===== config.mk =====
export PLATFORM = sky130hd
export DESIGN_NAME = hazard_detection_flat
export DESIGN_NICKNAME = d
export VERILOG_FILES = /design/src/rtl/hazard_detection_pkg.sv /design/src/rtl/hazard_detection_if.sv /design/src/rtl/hazard_detection_reg_match.sv /design/src/rtl/hazard_detection.sv /design/src/flat_wrapper.sv
export SDC_FILE = /design/constraint.sdc
export NUM_CORES = 1
export LEC_CHECK = 0
export ABC_AREA = 1
export CAP_MARGIN = 20
export CORE_MARGIN = 10
export CORE_UTILIZATION = 45
export CTS_BUF_LIST = sky130_fd_sc_hd__clkbuf_16
export DETAILED_ROUTE_END_ITERATION = 10
export PLACE_DENSITY = 0.74
export SLEW_MARGIN = 15
export SYNTH_ARGS = -nofsm -noshare
export SYNTH_HDL_FRONTEND = slang
export SYNTH_SLANG_ARGS = --single-unit

===== constraint.sdc =====
create_clock -name clk -period 5.6 [get_ports clk]
set_clock_uncertainty 0.15 [all_clocks]
set_input_delay 1.68 -clock clk [delete_from_list [all_inputs] [get_ports clk]]
set_output_delay 1.68 -clock clk [all_outputs]
set_load 0.02 [all_outputs]

===== src/rtl/hazard_detection_pkg.sv =====
// Shared pipeline-control definitions: FSM state encoding and stall lengths.
package hazard_detection_pkg;

    typedef enum logic {
        RUN  = 1'b0,
        HOLD = 1'b1
    } state_t;

    typedef logic [1:0] stall_len_t;

    localparam stall_len_t STALL_0 = 2'd0;
    localparam stall_len_t STALL_1 = 2'd1;
    localparam stall_len_t STALL_2 = 2'd2;

    // Longer of two stall requirements; concurrent hazards overlap, never add.
    function automatic stall_len_t max_len(input stall_len_t a, input stall_len_t b);
        return (a > b) ? a : b;
    endfunction

endpackage


===== src/rtl/hazard_detection_if.sv =====
// Pipeline-register view seen by the hazard unit, plus its control outputs.
interface hazard_detection_if #(
    parameter int CNT_W = 16
);
    logic [4:0]       IF_ID_rs;
    logic [4:0]       IF_ID_rt;
    logic             ID_uses_rt;
    logic             ID_branch;
    logic             ID_jump;
    logic             branch_taken;
    logic             ID_EX_mem_read;
    logic             ID_EX_reg_write;
    logic [4:0]       ID_EX_rd;
    logic             EX_MEM_mem_read;
    logic [4:0]       EX_MEM_rd;
    logic             pc_write;
    logic             IF_ID_write;
    logic             ID_EX_flush;
    logic             IF_ID_flush;
    logic [CNT_W-1:0] stall_cycles;
    logic [CNT_W-1:0] flush_count;

    modport master (
        output IF_ID_rs, IF_ID_rt, ID_uses_rt, ID_branch, ID_jump, branch_taken,
               ID_EX_mem_read, ID_EX_reg_write, ID_EX_rd, EX_MEM_mem_read, EX_MEM_rd,
        input  pc_write, IF_ID_write, ID_EX_flush, IF_ID_flush, stall_cycles, flush_count
    );

    modport slave (
        input  IF_ID_rs, IF_ID_rt, ID_uses_rt, ID_branch, ID_jump, branch_taken,
               ID_EX_mem_read, ID_EX_reg_write, ID_EX_rd, EX_MEM_mem_read, EX_MEM_rd,
        output pc_write, IF_ID_write, ID_EX_flush, IF_ID_flush, stall_cycles, flush_count
    );
endinterface


===== src/rtl/hazard_detection_reg_match.sv =====
// Does a producer destination register feed a source operand of the ID instruction?
// $zero never matches, and rt only counts when the instruction actually reads it.
module reg_match (
    input  logic [4:0] r,
    input  logic [4:0] rs,
    input  logic [4:0] rt,
    input  logic       uses_rt,
    output logic       hit
);
    assign hit = (r != 5'd0) && ((r == rs) || (uses_rt && (r == rt)));
endmodule


===== src/rtl/hazard_detection.sv =====
// Hazard detection unit: load-use and branch-operand stalls, control flushes,
// and saturating stall/flush performance counters.
module hazard_detection
    import hazard_detection_pkg::*;
#(
    parameter int CNT_W = 16
) (
    input  logic             clk,
    input  logic             rst,
    hazard_detection_if.slave bus
);

    logic       ex_hit_s;
    logic       mem_hit_s;
    stall_len_t stall_len_s;
    state_t     state_r;
    state_t     state_next_s;
    logic [1:0] remaining_r;
    logic [1:0] remaining_next_s;
    logic       pc_write_s;
    logic       if_id_write_s;
    logic       id_ex_flush_s;
    logic       if_id_flush_s;
    logic [CNT_W-1:0] stall_cycles_r;
    logic [CNT_W-1:0] flush_count_r;

    reg_match u_match_ex (
        .r       (bus.ID_EX_rd),
        .rs      (bus.IF_ID_rs),
        .rt      (bus.IF_ID_rt),
        .uses_rt (bus.ID_uses_rt),
        .hit     (ex_hit_s)
    );

    reg_match u_match_mem (
        .r       (bus.EX_MEM_rd),
        .rs      (bus.IF_ID_rs),
        .rt      (bus.IF_ID_rt),
        .uses_rt (bus.ID_uses_rt),
        .hit     (mem_hit_s)
    );

    // Required stall length: the longest of all hazards currently active.
    always_comb begin
        stall_len_s = STALL_0;
        if (bus.ID_EX_mem_read && ex_hit_s) begin
            stall_len_s = max_len(stall_len_s, STALL_1);
        end else begin
            stall_len_s = stall_len_s;
        end
        if (bus.ID_branch && bus.ID_EX_reg_write && !bus.ID_EX_mem_read && ex_hit_s) begin
            stall_len_s = max_len(stall_len_s, STALL_1);
        end else begin
            stall_len_s = stall_len_s;
        end
        if (bus.ID_branch && bus.ID_EX_mem_read && ex_hit_s) begin
            stall_len_s = max_len(stall_len_s, STALL_2);
        end else begin
            stall_len_s = stall_len_s;
        end
        if (bus.ID_branch && bus.EX_MEM_mem_read && mem_hit_s) begin
            stall_len_s = max_len(stall_len_s, STALL_1);
        end else begin
            stall_len_s = stall_len_s;
        end
    end

    // State register; reset aborts any stall in progress.
    always_ff @(posedge clk) begin
        if (rst) begin
            state_r     <= RUN;
            remaining_r <= 2'd0;
        end else begin
            state_r     <= state_next_s;
            remaining_r <= remaining_next_s;
        end
    end

    // Next state: only a 2-cycle stall needs HOLD; HOLD counts down and ignores inputs.
    always_comb begin
        state_next_s     = state_r;
        remaining_next_s = remaining_r;
        case (state_r)
            RUN: begin
                if (stall_len_s == STALL_2) begin
                    state_next_s     = HOLD;
                    remaining_next_s = 2'd1;
                end else begin
                    state_next_s     = RUN;
                    remaining_next_s = 2'd0;
                end
            end
            HOLD: begin
                remaining_next_s = remaining_r - 2'd1;
                if (remaining_r <= 2'd1) begin
                    state_next_s     = RUN;
                    remaining_next_s = 2'd0;
                end else begin
                    state_next_s = HOLD;
                end
            end
            default: begin
                state_next_s     = RUN;
                remaining_next_s = 2'd0;
            end
        endcase
    end

    // Control outputs: reset forces normal flow, stall beats flush, flush only in RUN.
    always_comb begin
        pc_write_s    = 1'b1;
        if_id_write_s = 1'b1;
        id_ex_flush_s = 1'b0;
        if_id_flush_s = 1'b0;
        if (rst) begin
            pc_write_s    = 1'b1;
            if_id_write_s = 1'b1;
        end else if ((state_r == HOLD) || (stall_len_s != STALL_0)) begin
            pc_write_s    = 1'b0;
            if_id_write_s = 1'b0;
            id_ex_flush_s = 1'b1;
        end else begin
            if_id_flush_s = bus.ID_jump || (bus.ID_branch && bus.branch_taken);
        end
    end

    // Saturating performance counters, one per bubble and one per squash.
    always_ff @(posedge clk) begin
        if (rst) begin
            stall_cycles_r <= '0;
            flush_count_r  <= '0;
        end else begin
            if (id_ex_flush_s && (stall_cycles_r != {CNT_W{1'b1}})) begin
                stall_cycles_r <= stall_cycles_r + CNT_W'(1);
            end else begin
                stall_cycles_r <= stall_cycles_r;
            end
            if (if_id_flush_s && (flush_count_r != {CNT_W{1'b1}})) begin
                flush_count_r <= flush_count_r + CNT_W'(1);
            end else begin
                flush_count_r <= flush_count_r;
            end
        end
    end

    assign bus.pc_write     = pc_write_s;
    assign bus.IF_ID_write  = if_id_write_s;
    assign bus.ID_EX_flush  = id_ex_flush_s;
    assign bus.IF_ID_flush  = if_id_flush_s;
    assign bus.stall_cycles = stall_cycles_r;
    assign bus.flush_count  = flush_count_r;

endmodule


===== src/flat_wrapper.sv =====
// flat-port wrapper written by rule: the top's interface ports become plain ports
module hazard_detection_flat import hazard_detection_pkg::*;
#(
    parameter int CNT_W = 16
)
  (clk, rst, bus_IF_ID_rs, bus_IF_ID_rt, bus_ID_uses_rt, bus_ID_branch, bus_ID_jump, bus_branch_taken, bus_ID_EX_mem_read, bus_ID_EX_reg_write, bus_ID_EX_rd, bus_EX_MEM_mem_read, bus_EX_MEM_rd, bus_pc_write, bus_IF_ID_write, bus_ID_EX_flush, bus_IF_ID_flush, bus_stall_cycles, bus_flush_count);
  hazard_detection_if #(.CNT_W(CNT_W)) bus_i ();
  input  logic clk;
  input  logic rst;
  input wire logic [$bits(bus_i.IF_ID_rs)-1:0] bus_IF_ID_rs;
  input wire logic [$bits(bus_i.IF_ID_rt)-1:0] bus_IF_ID_rt;
  input wire logic [$bits(bus_i.ID_uses_rt)-1:0] bus_ID_uses_rt;
  input wire logic [$bits(bus_i.ID_branch)-1:0] bus_ID_branch;
  input wire logic [$bits(bus_i.ID_jump)-1:0] bus_ID_jump;
  input wire logic [$bits(bus_i.branch_taken)-1:0] bus_branch_taken;
  input wire logic [$bits(bus_i.ID_EX_mem_read)-1:0] bus_ID_EX_mem_read;
  input wire logic [$bits(bus_i.ID_EX_reg_write)-1:0] bus_ID_EX_reg_write;
  input wire logic [$bits(bus_i.ID_EX_rd)-1:0] bus_ID_EX_rd;
  input wire logic [$bits(bus_i.EX_MEM_mem_read)-1:0] bus_EX_MEM_mem_read;
  input wire logic [$bits(bus_i.EX_MEM_rd)-1:0] bus_EX_MEM_rd;
  output wire logic [$bits(bus_i.pc_write)-1:0] bus_pc_write;
  output wire logic [$bits(bus_i.IF_ID_write)-1:0] bus_IF_ID_write;
  output wire logic [$bits(bus_i.ID_EX_flush)-1:0] bus_ID_EX_flush;
  output wire logic [$bits(bus_i.IF_ID_flush)-1:0] bus_IF_ID_flush;
  output wire logic [$bits(bus_i.stall_cycles)-1:0] bus_stall_cycles;
  output wire logic [$bits(bus_i.flush_count)-1:0] bus_flush_count;
  assign bus_i.IF_ID_rs = bus_IF_ID_rs;
  assign bus_i.IF_ID_rt = bus_IF_ID_rt;
  assign bus_i.ID_uses_rt = bus_ID_uses_rt;
  assign bus_i.ID_branch = bus_ID_branch;
  assign bus_i.ID_jump = bus_ID_jump;
  assign bus_i.branch_taken = bus_branch_taken;
  assign bus_i.ID_EX_mem_read = bus_ID_EX_mem_read;
  assign bus_i.ID_EX_reg_write = bus_ID_EX_reg_write;
  assign bus_i.ID_EX_rd = bus_ID_EX_rd;
  assign bus_i.EX_MEM_mem_read = bus_EX_MEM_mem_read;
  assign bus_i.EX_MEM_rd = bus_EX_MEM_rd;
  assign bus_pc_write = bus_i.pc_write;
  assign bus_IF_ID_write = bus_i.IF_ID_write;
  assign bus_ID_EX_flush = bus_i.ID_EX_flush;
  assign bus_IF_ID_flush = bus_i.IF_ID_flush;
  assign bus_stall_cycles = bus_i.stall_cycles;
  assign bus_flush_count = bus_i.flush_count;
  hazard_detection #(.CNT_W(CNT_W)) u_core (.clk(clk), .rst(rst), .bus(bus_i));
endmodule

# Word-level counts from Yosys, hierarchy flattened
# Index checks and enable logic that the tools add are counted.
# word_totals
register_bits	35
in_bits	29
wordCells	61
# classes
n_addsub	3
magnitude_cmp	4
eq_ne	7
muxes	19
n_bitwise	1
n_reduce_logical	23
# op_table
cell	n
16-bit by 1-bit adder with 16-bit output (second input constant)	2
16-bit != test (second input constant)	2
5-bit equality test	4
1-bit logical AND	15
2-bit two-way mux	6
1-bit two-way mux	11
5-bit nonzero test	2
1-bit logical OR	4
2-bit one-hot mux with 2 select lines	1
2-bit equality test (second input constant)	1
2-bit by 1-bit > comparator with 1-bit output (second input constant)	1
2-bit > comparator (second input constant)	1
2-bit by 1-bit <= comparator with 1-bit output (second input constant)	1
1-bit one-hot mux with 2 select lines	1
2-bit nonzero test	1
2-bit by 1-bit subtractor with 2-bit output (second input constant)	1
1-bit > comparator (second input constant)	1
1-bit zero test	1
1-bit inverter	1

# Longest topological paths before layout
# Gate-level depths: netlist of run 1.
# logic_depth
word_depth	20
mapped_depth	12

# Hierarchy
# Synthesis of run 1 repeated with hierarchy kept, for this count alone.
# hier_totals
cells_unflattened	443
hier_area_um2	2637.5
# modules_own_cells
module	instances	cells_each	area_per_inst_um2	seq_area_each_um2
hazard_detection	1	343	2239.6	700.7
reg_match	2	50	198.9	0.0

# Least setup slack after synthesis of run 1
# No wires, ideal clock.
# synth_timing
path_kind	in2out
startpoint	input bus_ID_EX_rd[0]
endpoint	output bus_pc_write
arrival_time_ns	3.078
slack_ns	0.692
cell_stages	12
path_cell_list	inv_1 nand2_1 nand2_1 nor2_1 nand3_1 nand2_1 nand3_2 inv_1 nor2_2 nor2_1 inv_1 buf_4
# synth_via
elab_chain_cells	19
elab_cells_between_ends	23
classes_between	3 x order compare; 2 x eq/ne; 9 x mux; 9 x reduce/logical
# synth_lines
item	line	text
start, declared	flat_wrapper.sv:18	input wire logic [$bits(bus_i.ID_EX_rd)-1:0] bus_ID_EX_rd;
5-bit equality test	hazard_detection_reg_match.sv:10	assign hit = (r != 5'd0) && ((r == rs) || (uses_rt && (r == rt)));
1-bit logical AND	hazard_detection_reg_match.sv:10	
1-bit logical OR	hazard_detection_reg_match.sv:10	
1-bit logical AND (*)	hazard_detection_reg_match.sv:10	
1-bit logical AND	hazard_detection.sv:46	if (bus.ID_EX_mem_read && ex_hit_s) begin
1-bit two-way mux	hazard_detection.sv:46	
1-bit > comparator	hazard_detection_pkg.sv:17	return (a > b) ? a : b;
1-bit two-way mux	hazard_detection_pkg.sv:17	
(+2 left out)	n/a	
2-bit two-way mux	hazard_detection_pkg.sv:17	
2-bit two-way mux (*)	hazard_detection.sv:56	if (bus.ID_branch && bus.ID_EX_mem_read && ex_hit_s) begin
2-bit by 1-bit > comparator with 1-bit output	hazard_detection_pkg.sv:17	
2-bit two-way mux	hazard_detection_pkg.sv:17	
2-bit two-way mux (*)	hazard_detection.sv:61	if (bus.ID_branch && bus.EX_MEM_mem_read && mem_hit_s) begin
2-bit nonzero test (*)	hazard_detection.sv:118	end else if ((state_r == HOLD) || (stall_len_s != STALL_0)) begin
1-bit logical OR (*)	hazard_detection.sv:118	
1-bit two-way mux (*) (2 in series)	n/a	
end, declared	flat_wrapper.sv:21	output wire logic [$bits(bus_i.pc_write)-1:0] bus_pc_write;
# Mark *: on every way between the ends. The rest lies on a longest branch, timed or not.

# Final worst setup path of run 1
# layout_timing
startpoint	input bus_IF_ID_rt[2]
endpoint	output bus_IF_ID_flush
# layout_via
elab_chain_cells	19
elab_cells_between_ends	26
classes_between	3 x order compare; 2 x eq/ne; 9 x mux; 12 x reduce/logical
# layout_lines
item	line	text
start, declared	flat_wrapper.sv:11	input wire logic [$bits(bus_i.IF_ID_rt)-1:0] bus_IF_ID_rt;
5-bit equality test	hazard_detection_reg_match.sv:10	
1-bit logical AND	hazard_detection_reg_match.sv:10	
1-bit logical OR	hazard_detection_reg_match.sv:10	
1-bit logical AND	hazard_detection_reg_match.sv:10	
1-bit logical AND	hazard_detection.sv:46	
1-bit two-way mux	hazard_detection.sv:46	
1-bit > comparator	hazard_detection_pkg.sv:17	
1-bit two-way mux	hazard_detection_pkg.sv:17	
(+3 left out)	n/a	
2-bit two-way mux	hazard_detection.sv:56	
2-bit by 1-bit > comparator with 1-bit output	hazard_detection_pkg.sv:17	
2-bit two-way mux	hazard_detection_pkg.sv:17	
2-bit two-way mux (*)	hazard_detection.sv:61	
2-bit nonzero test (*)	hazard_detection.sv:118	
1-bit logical OR (*)	hazard_detection.sv:118	
1-bit two-way mux (*)	hazard_detection.sv:118	
1-bit two-way mux (*)	hazard_detection.sv:115	if (rst) begin
end, declared	flat_wrapper.sv:24	output wire logic [$bits(bus_i.IF_ID_flush)-1:0] bus_IF_ID_flush;
# Marked as above.

==> impl_metrics.xml, run 1 <==
<?xml version="1.0" encoding="UTF-8"?>
<metrics>
  <group name="finish">
    <metric name="layout.cell_area.non_filler" unit="sq um">3406</metric>
    <metric name="multiInputGateArea" unit="sq um">1597</metric>
    <metric name="area_growth" unit="%">33.50</metric>
    <metric name="sequential_cell_area" unit="sq um">700.7</metric>
    <metric name="drive_gt1_frac" unit="">0.08553</metric>
    <metric name="fin_cells" unit="">528</metric>
    <metric name="number_of_fill_cells" unit="">524</metric>
    <metric name="insertedDiodeCount" unit="">0</metric>
    <metric name="num-nets-final" unit="">489</metric>
  </group>
  <group name="clock_network">
    <metric name="clk_pin_slew_worst_paths" unit="ns">0.05</metric>
    <metric name="h-tree-depth" unit="">2</metric>
    <metric name="cts_max_path_buffers" unit="">2</metric>
    <metric name="postCtsSetupBuffers" unit="">0</metric>
    <metric name="cts_hold_buffers" unit="">0</metric>
    <metric name="tritoncts_num_sinks" unit="">35</metric>
    <metric name="cts-buffers-inserted" unit="">5</metric>
    <metric name="clock_tree.root_cell" unit="">sky130_fd_sc_hd__clkbuf_16</metric>
    <metric name="tritoncts" unit="">done</metric>
    <metric name="clock_latency" unit="ns">0.28</metric>
  </group>
  <group name="synth">
    <metric name="synth_area" unit="sq um">2551</metric>
    <metric name="synth_top_family_by_area" unit="">simple AND/OR/NAND/NOR gates</metric>
    <metric name="synth_xor_area_frac" unit="">0.09956</metric>
    <metric name="synth_mux_area_frac" unit="">0</metric>
    <metric name="synthDominantAreaCellType" unit="">sky130_fd_sc_hd__dfxtp_1</metric>
    <metric name="yosysUniqueCellTypes" unit="">28</metric>
    <metric name="synth-warning-count" unit="">0</metric>
    <metric name="asyncSetResetFlopFracSynth" unit="">0</metric>
    <metric name="sequential_cell_area_fraction_in_the_yosys_report" unit="">0.2746</metric>
    <metric name="synthesized_area_fraction_occupied_by_ao_oa_aoi_and_oai_cells" unit="">0.08043</metric>
    <metric name="synthesis.instances" unit="">390</metric>
    <metric name="yosys.area_share.simple" unit="">0.4213</metric>
    <metric name="number_of_flops_mapped_to_enable_cells_by_yosys" unit="">0</metric>
    <metric name="area_share_of_the_leading_cell_type_in_the_synthesized_netlist" unit="">0.2746</metric>
    <metric name="postSynthRegisterBits" unit="">35</metric>
    <metric name="synthesis.area_per_instance" unit="sq um">6.542</metric>
    <metric name="synth_ff_type" unit="">sky130_fd_sc_hd__dfxtp_1</metric>
    <metric name="most_common_cell_in_the_synthesized_netlist" unit="">sky130_fd_sc_hd__nand2_1</metric>
    <metric name="yosys-top-cells-count" unit="">sky130_fd_sc_hd__nand2_1, sky130_fd_sc_hd__inv_1, sky130_fd_sc_hd__dfxtp_1</metric>
    <metric name="synthTopCellsByArea" unit="">sky130_fd_sc_hd__dfxtp_1, sky130_fd_sc_hd__nand2_1, sky130_fd_sc_hd__nand4_1, sky130_fd_sc_hd__inv_1, sky130_fd_sc_hd__xor2_1</metric>
    <metric name="mappedNetlistNets" unit="">424</metric>
    <metric name="synth_fa_ha_area_frac" unit="">0.02452</metric>
  </group>
  <group name="detailed_routing">
    <metric name="drt-initial-drc-count" unit="">189</metric>
    <metric name="drc" unit="">0</metric>
    <metric name="post_drt_wl_per_cell" unit="um">13.49</metric>
    <metric name="viasPerCell" unit="">5.222</metric>
    <metric name="firstDrtPassIters" unit="">5</metric>
    <metric name="number_of_routed_nets_with_antenna_violations" unit="">0</metric>
    <metric name="detailroute.via_count" unit="">2757</metric>
    <metric name="detail_route.wirelength" unit="mm">7.123</metric>
  </group>
  <group name="timing">
    <metric name="timing.setup.tns" unit="ns">0</metric>
    <metric name="tightest_slew" unit="ns">0.5754</metric>
    <metric name="rsz0062_at_grt" unit="">false</metric>
    <metric name="min_period_over_period" unit="">0.9694</metric>
    <metric name="timing.final.hold_violations" unit="">0</metric>
    <metric name="slew_viol_final" unit="">0</metric>
    <metric name="relative_slew_slack" unit="">0.6140</metric>
    <metric name="finalCriticalPeriod" unit="ns">5.429</metric>
    <metric name="fmax" unit="GHz">0.1842</metric>
    <metric name="final-setup-viol-count" unit="">0</metric>
  </group>
  <group name="critical_path">
    <metric name="kind_of_start_point_of_the_critical_path" unit="">input port</metric>
    <metric name="worst_r2r_path_depth" unit="">10</metric>
    <metric name="path_cells" unit="">clkdlybuf4s50_1, inv_1, nor2_1, nor2_1, nand3_1, nand2_1, a21oi_2, nand2_2, nor3_1, clkdlybuf4s50_1</metric>
    <metric name="regToRegStartpoint" unit="">u_core.bus.stall_cycles[0]</metric>
    <metric name="cp.required" unit="ns">3.77</metric>
    <metric name="timing.rr.end" unit="">u_core.bus.stall_cycles[0]</metric>
    <metric name="worst_path_largest_cell_delay" unit="ns">0.64</metric>
    <metric name="arrival" unit="ns">3.60</metric>
    <metric name="worst-setup-path-type" unit="">in -&gt; out</metric>
    <metric name="worst_path_max_delay_cell" unit="">sky130_fd_sc_hd__clkdlybuf4s50_1</metric>
    <metric name="critical_path.max_fanout" unit="">3</metric>
    <metric name="r2r_setup_slack" unit="ns">3.29</metric>
    <metric name="sort_of_element_at_the_end_of_the_critical_path" unit="">output pin</metric>
  </group>
  <group name="floorplan">
    <metric name="floorplan.die.width" unit="um">95.30</metric>
    <metric name="floorplan.initialDensity" unit="">0.4633</metric>
    <metric name="area_enclosed_by_the_die_boundary" unit="sq um">9081</metric>
    <metric name="die_height" unit="um">95.30</metric>
    <metric name="pin_count" unit="">65</metric>
    <metric name="std_cell_rows" unit="">27</metric>
    <metric name="core_area" unit="sq um">5507</metric>
  </group>
  <group name="job">
    <metric name="max-cap-violations" unit="">0</metric>
  </group>
  <group name="hold_path">
    <metric name="hold_class" unit="">reg -&gt; reg</metric>
    <metric name="hold-path-endpoint" unit="">u_core.bus.stall_cycles[13]</metric>
    <metric name="min_from" unit="">u_core.bus.stall_cycles[13]</metric>
    <metric name="timing.hold.worst_path_depth" unit="">2</metric>
  </group>
  <group name="placed_design">
    <metric name="portBuffers" unit="">64</metric>
    <metric name="finalWeightedCongestion" unit="">0.8965</metric>
    <metric name="postPlaceCellArea" unit="sq um">3264</metric>
    <metric name="numPlacedInstances" unit="">520</metric>
    <metric name="dp_hpwl" unit="mm">5.261</metric>
  </group>
  <group name="grt">
    <metric name="grt_overflow" unit="">0</metric>
    <metric name="wire_length_of_the_first_global_routing_pass" unit="mm">11.98</metric>
    <metric name="grt_pass1_vias" unit="">2607</metric>
    <metric name="largest_net_degree_at_the_start_of_global_routing" unit="">33</metric>
    <metric name="antenna_found_initial" unit="">0</metric>
    <metric name="globalRouteTotalUtil" unit="">0.1583</metric>
  </group>
  <group name="pwr">
    <metric name="worst_ir_drop_vdd" unit="mV">0.1182</metric>
    <metric name="power.density_cell_area" unit="nW/um^2">177.9</metric>
    <metric name="p_leak" unit="nW">1.377</metric>
  </group>
  <group name="run_status">
    <metric name="run_status" unit="">finished clean</metric>
  </group>
</metrics>
how the worst max path moves through the flow:
stage / start / end / slack, ns
floorplan: bus_ID_EX_rd[0] / bus_pc_write / 0.69
global placement: bus_ID_EX_rd[1] / bus_ID_EX_flush / 0.1
detailed placement: bus_ID_EX_rd[1] / bus_ID_EX_flush / 0.01
CTS: bus_ID_EX_rd[0] / bus_IF_ID_write / 0.04
global route: bus_IF_ID_rt[2] / bus_IF_ID_flush / 0.08
finish: bus_IF_ID_rt[2] / bus_IF_ID_flush / 0.17
routing by layer:
metal,GRT usage,share of wire,up-vias,routed length [um]
met5,0,0,-,0
met4,0.04738,0.013,0,92
met3,0.05420,0.085,11,607
met2,0.2665,0.48,89,3390
met1,0.1856,0.43,1257,3033
li1,-,-,1400,-
layout by cell type (no fill, tap or decap), types with 5 or more instances in the layout:
cell	netlist	layout
sky130_fd_sc_hd__nand3_1	23	23
sky130_fd_sc_hd__nand2_1	112	112
sky130_fd_sc_hd__nor3_1	9	9
sky130_fd_sc_hd__nand4_1	32	32
sky130_fd_sc_hd__a21oi_1	26	26
sky130_fd_sc_hd__clkdlybuf4s50_1	0	61
sky130_fd_sc_hd__dfxtp_1	35	35
sky130_fd_sc_hd__ha_1	5	5
sky130_fd_sc_hd__xnor2_1	12	12
sky130_fd_sc_hd__nor2_1	31	31
sky130_fd_sc_hd__clkbuf_16	0	5
sky130_fd_sc_hd__buf_4	1	7
sky130_fd_sc_hd__xor2_1	17	17
sky130_fd_sc_hd__inv_1	45	47
sky130_fd_sc_hd__a21oi_2	8	8
power breakdown:
group	switching, W	internal [W]	total, W
registers	0.00000288	0.000251	0.000254
clock network	0.000101	0.000161	0.000262
logic	0.0000506	0.0000395	0.0000900
total	0.000155	0.000451	0.000606
stage by stage:
stage	util	hold WS, ns	worst slack (ns)	power, W
CTS	0.6176	0.3503	0.03940	0.0006122
detailed placement	0.5928	0.3413	0.01197	0.0003491
finish	0.6185	0.3504	0.1714	0.0006059
floorplan	-	0.3275	0.6921	0.0003069
global route	0.6185	0.3770	0.07799	0.0006326
global placement	0.5928	0.3359	0.09732	0.0003476
cell families (layout without fill, tap and decap cells):
group,count (synthesis),after routing
xor+xnor,29,29
compound gates,35,35
buf+inv,62,128
fa+ha+maj,5,5
simple gates,224,224
flops,35,35
sequential cells by signal, indices dropped and copies added, names as in the netlist:
register / flops
u_core.state_r: 1
u_core.remaining_r: 2
u_core.bus.stall_cycles: 16
u_core.bus.flush_count: 16
worst max-delay path, delay by kind of cell:
kind	cells	cell delay, ns
and+or+nand+nor	6	0.52
AOI/OAI and AO/OA	1	0.18
buffers and inverters	3	1.23
final cells by class:
class                   instances  share of cell area
multi-input cells             293              0.4688
well taps                      72             0.02645
repair buffers                 71              0.2046
inverters                      49             0.05400
clock inverters                 3            0.003674
clock buffers                   5             0.03674
flip-flops and latches         35              0.2057
timing repair:
action,4_1_cts,5_1_grt
resized for setup,1,2
hold endpoints to repair,0,0
pin swaps,0,0
setup endpoints to repair,1,2
No activity file was read; power rests on OpenSTA's default activity.
==> run 2: changes to the inputs <==
CAP_MARGIN = default   (was 20)
CORE_UTILIZATION = 53   (was 45)
HOLD_SLACK_MARGIN = 0.02   (was default)
PLACE_DENSITY = 0.86   (was 0.74)
==> run 2 against run 1 <==
Sequential cell count unchanged. Count of clock-buffer cells in the layout unchanged. Maximum frequency up 5.7%. Critical path type unchanged. Largest power group unchanged.
==> impl_metrics.xml, run 2 (synthesis results as in run 1) <==
<?xml version="1.0" encoding="UTF-8"?>
<metrics>
  <group name="run_status">
    <metric name="run_status" unit="">finished clean</metric>
  </group>
  <group name="detailed_routing">
    <metric name="detail_route.wirelength" unit="mm">7.016</metric>
    <metric name="viasPerCell" unit="">5.318</metric>
    <metric name="drc" unit="">0</metric>
    <metric name="drt-initial-drc-count" unit="">212</metric>
    <metric name="firstDrtPassIters" unit="">4</metric>
    <metric name="post_drt_wl_per_cell" unit="um">13.78</metric>
    <metric name="detailroute.via_count" unit="">2707</metric>
    <metric name="number_of_routed_nets_with_antenna_violations" unit="">0</metric>
  </group>
  <group name="job">
    <metric name="max-cap-violations" unit="">0</metric>
  </group>
  <group name="floorplan">
    <metric name="area_enclosed_by_the_die_boundary" unit="sq um">7989</metric>
    <metric name="pin_count" unit="">65</metric>
    <metric name="die_height" unit="um">89.38</metric>
    <metric name="floorplan.initialDensity" unit="">0.5437</metric>
    <metric name="floorplan.die.width" unit="um">89.38</metric>
    <metric name="core_area" unit="sq um">4692</metric>
    <metric name="std_cell_rows" unit="">25</metric>
  </group>
  <group name="grt">
    <metric name="wire_length_of_the_first_global_routing_pass" unit="mm">11.76</metric>
    <metric name="largest_net_degree_at_the_start_of_global_routing" unit="">33</metric>
    <metric name="antenna_found_initial" unit="">0</metric>
    <metric name="grt_pass1_vias" unit="">2703</metric>
    <metric name="grt_overflow" unit="">0</metric>
    <metric name="globalRouteTotalUtil" unit="">0.1808</metric>
  </group>
  <group name="critical_path">
    <metric name="kind_of_start_point_of_the_critical_path" unit="">input port</metric>
    <metric name="worst-setup-path-type" unit="">in -&gt; out</metric>
    <metric name="arrival" unit="ns">3.30</metric>
    <metric name="worst_path_max_delay_cell" unit="">sky130_fd_sc_hd__clkdlybuf4s50_1</metric>
    <metric name="path_cells" unit="">clkdlybuf4s50_1, inv_1, nand2_1, nand2_1, nor2_1, nand3_1, nand2_1, nand3_2, inv_1, nor2_2, nor2_1, inv_1, dlymetal6s2s_1</metric>
    <metric name="cp.required" unit="ns">3.77</metric>
    <metric name="critical_path.max_fanout" unit="">4</metric>
    <metric name="worst_r2r_path_depth" unit="">8</metric>
    <metric name="critPathBufInv" unit="">5</metric>
    <metric name="top_delay_family_on_crit_path" unit="">buffers and inverters</metric>
    <metric name="sort_of_element_at_the_end_of_the_critical_path" unit="">output pin</metric>
    <metric name="worst_path_largest_cell_delay" unit="ns">0.48</metric>
    <metric name="cp.depth" unit="">13</metric>
  </group>
  <group name="finish">
    <metric name="num-nets-final" unit="">488</metric>
    <metric name="layout.cells.most_common_list" unit="">sky130_fd_sc_hd__nand2_1, sky130_fd_sc_hd__clkdlybuf4s50_1, sky130_fd_sc_hd__inv_1</metric>
    <metric name="drive_gt1_frac" unit="">0.08571</metric>
    <metric name="insertedDiodeCount" unit="">0</metric>
    <metric name="fin_cells" unit="">509</metric>
    <metric name="mostFrequentLayoutCell" unit="">sky130_fd_sc_hd__nand2_1</metric>
    <metric name="area_growth" unit="%">32.71</metric>
    <metric name="layout.cell_area.non_filler" unit="sq um">3386</metric>
    <metric name="number_of_fill_cells" unit="">379</metric>
  </group>
  <group name="placed_design">
    <metric name="dp_hpwl" unit="mm">5.218</metric>
    <metric name="portBuffers" unit="">64</metric>
    <metric name="finalWeightedCongestion" unit="">0.9104</metric>
    <metric name="numPlacedInstances" unit="">501</metric>
    <metric name="postPlaceCellArea" unit="sq um">3234</metric>
  </group>
  <group name="pwr">
    <metric name="power.density_cell_area" unit="nW/um^2">180.0</metric>
    <metric name="worst_ir_drop_vdd" unit="mV">0.1273</metric>
    <metric name="p_leak" unit="nW">1.394</metric>
  </group>
  <group name="timing">
    <metric name="finalCriticalPeriod" unit="ns">5.134</metric>
    <metric name="fmax" unit="GHz">0.1948</metric>
    <metric name="final-setup-viol-count" unit="">0</metric>
    <metric name="min_period_over_period" unit="">0.9168</metric>
    <metric name="relative_slew_slack" unit="">0.6156</metric>
    <metric name="timing.setup.tns" unit="ns">0</metric>
    <metric name="worst_hold_slack" unit="ns">0.3559</metric>
    <metric name="rsz0062_at_grt" unit="">false</metric>
    <metric name="slew_viol_final" unit="">0</metric>
    <metric name="tightest_slew" unit="ns">0.5730</metric>
    <metric name="timing.final.hold_violations" unit="">0</metric>
  </group>
  <group name="clock_network">
    <metric name="clock_latency" unit="ns">0.28</metric>
    <metric name="postCtsSetupBuffers" unit="">0</metric>
    <metric name="clock_tree.root_cell" unit="">sky130_fd_sc_hd__clkbuf_16</metric>
    <metric name="tritoncts_num_sinks" unit="">35</metric>
    <metric name="cts-buffers-inserted" unit="">5</metric>
    <metric name="clk_pin_slew_worst_paths" unit="ns">0.06</metric>
    <metric name="tritoncts" unit="">done</metric>
    <metric name="cts_hold_buffers" unit="">0</metric>
    <metric name="cts_max_path_buffers" unit="">2</metric>
    <metric name="h-tree-depth" unit="">2</metric>
  </group>
  <group name="hold_path">
    <metric name="hold_class" unit="">reg -&gt; reg</metric>
    <metric name="timing.hold.worst_path_depth" unit="">2</metric>
  </group>
</metrics>
## run 2: cell count changes in the layout (fill, tap and decap cells not counted), sizes merged
cell / before / now
dlymetal6s2s: 2 / 4
buf: 7 / 6
clkdlybuf4s50: 61 / 60
clkinvlp: 0 / 1
dlygate4sd2: 1 / 0
inv: 50 / 49
## run 2: power by group
group          leakage (nW)  switching (W)  internal, W
Clock                0.0710       0.000104     0.000162
Sequential            0.282     0.00000281     0.000251
Combinational          1.04      0.0000501    0.0000392
## run 2: layout make-up
type	instances	area [sq um]	share of cell area
multi-input combinational	293	1597	0.4715
clock inverter	3	16.27	0.004804
tap	54	67.56	0.01996
clock buffer	5	125.1	0.03695
timing repair buffer	70	695.7	0.2055
sequential	35	700.7	0.2069
inverter	49	183.9	0.05432
## run 2: final timing paths
path | startpoint | slack [ns] | end
worst max-delay path | bus_ID_EX_rd[0] | 0.47 | bus_IF_ID_write
worst min-delay path | u_core.bus.stall_cycles[13] | 0.36 | u_core.bus.stall_cycles[13]
worst max register to register | u_core.bus.flush_count[0] | 3.31 | u_core.bus.flush_count[0]
worst min register to register | u_core.bus.stall_cycles[13] | 0.36 | u_core.bus.stall_cycles[13]
## run 2: repair_timing
action	in CTS	in global routing
resized for setup	0	4
setup endpoints to repair	0	4
endpoints found under the hold margin	0	0
## run 2: per-layer routing
layer | global-route usage | wire length, um | vias up
met5 | 0 | 0 | -
met4 | 0.06792 | 55 | 0
met3 | 0.06199 | 509 | 4
met2 | 0.3056 | 3456 | 76
met1 | 0.2049 | 2995 | 1237
li1 | - | - | 1390
## run 2: worst register-to-register path, delay by kind of cell, from the launching register on
kind                     cells  cell delay, ns
flip-flops                   1            0.42
AND/OR/NAND/NOR              7            1.39
adder cells (fa/ha/maj)      1            0.21
## run 2: metrics by stage
| step | total power, W | worst slack (ns) | util |
|---|---|---|---|
| finish | 0.0006095 | 0.4657 | 0.7216 |
| global route | 0.0006370 | 0.3129 | 0.7216 |
| CTS | 0.0006148 | 0.09709 | 0.7195 |
| detailed placement | 0.0003482 | 0.09635 | 0.6893 |
| global placement | 0.0003463 | 0.1420 | 0.6893 |
| floorplan | 0.0003069 | 0.6921 | - |
==> run 3: changes to the inputs <==
clock period = 6.65 ns   (was 5.6 ns; I/O delays follow)
==> run 3 against run 2 <==
Combinational power fell by 17%. Register-to-register slack improved by 1.1 ns. Sequential share of layout area fell by 0.091 points. Total power fell by 3.1%. Routed wire length rose by 1.4%. Highest routed layer unchanged.
==> impl_metrics.xml, run 3 (synthesis results as in run 1) <==
<?xml version="1.0" encoding="UTF-8"?>
<metrics>
  <group name="clock_network">
    <metric name="clk_pin_slew_worst_paths" unit="ns">0.05</metric>
    <metric name="h-tree-depth" unit="">2</metric>
    <metric name="cts-buffers-inserted" unit="">5</metric>
    <metric name="cts_hold_buffers" unit="">0</metric>
    <metric name="clock_latency" unit="ns">0.28</metric>
    <metric name="post_cts_resize_count" unit="">0</metric>
    <metric name="postCtsSetupBuffers" unit="">0</metric>
    <metric name="tritoncts" unit="">done</metric>
    <metric name="tritoncts_num_sinks" unit="">35</metric>
    <metric name="clock_tree.root_cell" unit="">sky130_fd_sc_hd__clkbuf_16</metric>
    <metric name="cts_max_path_buffers" unit="">2</metric>
  </group>
  <group name="critical_path">
    <metric name="cpMostUsedCell" unit="">sky130_fd_sc_hd__nand2_1</metric>
    <metric name="kind_of_start_point_of_the_critical_path" unit="">input port</metric>
    <metric name="arrival" unit="ns">4.11</metric>
    <metric name="worst-setup-path-type" unit="">in -&gt; out</metric>
    <metric name="cp.required" unit="ns">4.51</metric>
    <metric name="worst_path_largest_cell_delay" unit="ns">0.65</metric>
    <metric name="worst_path_max_delay_cell" unit="">sky130_fd_sc_hd__clkdlybuf4s50_1</metric>
    <metric name="path_cells" unit="">clkdlybuf4s50_1, inv_1, nand2_1, nand2_1, nor2_1, nand3_1, nand2_1, nand3_2, inv_1, nor2_2, nor2_1, clkdlybuf4s50_1</metric>
    <metric name="r2r_setup_slack" unit="ns">4.38</metric>
    <metric name="sort_of_element_at_the_end_of_the_critical_path" unit="">output pin</metric>
    <metric name="critical_path.max_fanout" unit="">4</metric>
  </group>
  <group name="finish">
    <metric name="mostFrequentLayoutCell" unit="">sky130_fd_sc_hd__nand2_1</metric>
    <metric name="number_of_fill_cells" unit="">379</metric>
    <metric name="insertedDiodeCount" unit="">0</metric>
    <metric name="drive_gt1_frac" unit="">0.07965</metric>
    <metric name="num-nets-final" unit="">485</metric>
    <metric name="area_growth" unit="%">33.30</metric>
    <metric name="fin_util" unit="">0.7248</metric>
    <metric name="layout.cells.most_common_list" unit="">sky130_fd_sc_hd__nand2_1, sky130_fd_sc_hd__clkdlybuf4s50_1, sky130_fd_sc_hd__inv_1</metric>
    <metric name="fin_cells" unit="">506</metric>
  </group>
  <group name="timing">
    <metric name="timing.setup.tns" unit="ns">0</metric>
    <metric name="tightest_slew" unit="ns">1.160</metric>
    <metric name="min_period_over_period" unit="">0.9411</metric>
    <metric name="slew_viol_final" unit="">0</metric>
    <metric name="timing.final.hold_violations" unit="">0</metric>
    <metric name="rsz0062_at_grt" unit="">false</metric>
    <metric name="finalCriticalPeriod" unit="ns">6.258</metric>
    <metric name="fmax" unit="GHz">0.1598</metric>
    <metric name="final-setup-viol-count" unit="">0</metric>
    <metric name="relative_slew_slack" unit="">0.2239</metric>
  </group>
  <group name="grt">
    <metric name="grt_overflow" unit="">0</metric>
    <metric name="grt_pass1_vias" unit="">2647</metric>
    <metric name="wire_length_of_the_first_global_routing_pass" unit="mm">12.05</metric>
    <metric name="antenna_found_initial" unit="">0</metric>
    <metric name="globalRouteTotalUtil" unit="">0.1864</metric>
    <metric name="largest_net_degree_at_the_start_of_global_routing" unit="">33</metric>
  </group>
  <group name="pwr">
    <metric name="p_leak" unit="nW">1.373</metric>
    <metric name="power.density_cell_area" unit="nW/um^2">173.6</metric>
    <metric name="p_total" unit="W">0.0005903</metric>
    <metric name="worst_ir_drop_vdd" unit="mV">0.1307</metric>
  </group>
  <group name="detailed_routing">
    <metric name="post_drt_wl_per_cell" unit="um">14.06</metric>
    <metric name="viasPerCell" unit="">5.423</metric>
    <metric name="drt-initial-drc-count" unit="">118</metric>
    <metric name="detailroute.via_count" unit="">2744</metric>
    <metric name="detail_route.wirelength" unit="mm">7.113</metric>
    <metric name="drc" unit="">0</metric>
    <metric name="number_of_routed_nets_with_antenna_violations" unit="">0</metric>
    <metric name="firstDrtPassIters" unit="">4</metric>
  </group>
  <group name="job">
    <metric name="max-cap-violations" unit="">0</metric>
  </group>
  <group name="placed_design">
    <metric name="portBuffers" unit="">64</metric>
    <metric name="numPlacedInstances" unit="">498</metric>
    <metric name="finalWeightedCongestion" unit="">0.8937</metric>
    <metric name="dp_hpwl" unit="mm">5.183</metric>
  </group>
  <group name="floorplan">
    <metric name="core_area" unit="sq um">4692</metric>
    <metric name="floorplan.die.width" unit="um">89.38</metric>
    <metric name="die_height" unit="um">89.38</metric>
    <metric name="std_cell_rows" unit="">25</metric>
    <metric name="floorplan.initialDensity" unit="">0.5437</metric>
    <metric name="pin_count" unit="">65</metric>
    <metric name="area_enclosed_by_the_die_boundary" unit="sq um">7989</metric>
  </group>
  <group name="hold_path">
    <metric name="hold_class" unit="">reg -&gt; reg</metric>
  </group>
  <group name="run_status">
    <metric name="run_status" unit="">finished clean</metric>
  </group>
</metrics>
run 3: cell count changes in the layout (fill, tap and decap cells not counted), sizes merged:
cell / delta
clkdlybuf4s50: +4
dlymetal6s2s: -4
buf: -3
bufinv: +2
clkinv: -1
clkinvlp: -1
run 3: worst paths after layout:
kind / to / cells past startpoint / startpoint
setup / recovery: bus_ID_EX_flush / 12 / bus_ID_EX_rd[0]
hold / removal: u_core.bus.stall_cycles[13] / 2 / u_core.bus.stall_cycles[13]
setup reg to reg: u_core.bus.flush_count[1] / 8 / u_core.bus.flush_count[0]
hold reg to reg: u_core.bus.stall_cycles[13] / 2 / u_core.bus.stall_cycles[13]
run 3: routing by layer:
metal  up-vias  track usage  part of all wire
li1       1398            -                 -
met1      1264       0.2099              0.41
met2        75       0.3228              0.50
met3         7      0.06016             0.082
met4         0      0.06214             0.011
met5         -            0                 0
run 3: per-stage QoR:
stage          setup slack, ns  cell area [sq um]  hold slack [ns]
6_report                0.3918               3401           0.3508
5_1_grt                 0.1764               3401           0.3688
4_1_cts                 0.3526               3401           0.3521
3_5_place_dp            0.3542               3212           0.3439
3_3_place_gp            0.4819               3212           0.3349
2_1_floorplan            1.112               2551           0.3275
run 3: layout make-up:
| type | count | area (sq um) | area share |
|---|---|---|---|
| sequential | 35 | 700.7 | 0.2060 |
| inverter | 49 | 183.9 | 0.05408 |
| clock buffer | 5 | 125.1 | 0.03679 |
| clock inverter | 3 | 63.81 | 0.01876 |
| multi-input combinational | 293 | 1597 | 0.4695 |
| timing repair buffer | 67 | 663.1 | 0.1950 |
| tap | 54 | 67.56 | 0.01987 |
run 3: worst max-delay path, delay by kind of cell:
kind	cells	cell delay, ns
and+or+nand+nor	8	0.80
buffers and inverters	4	1.32
run 3: power by group:
part | switching (W) | internal, W | leakage (nW)
sequential | 0.00000234 | 0.000211 | 0.282
clock | 0.0000889 | 0.000213 | 0.0952
combinational | 0.0000421 | 0.0000322 | 0.995
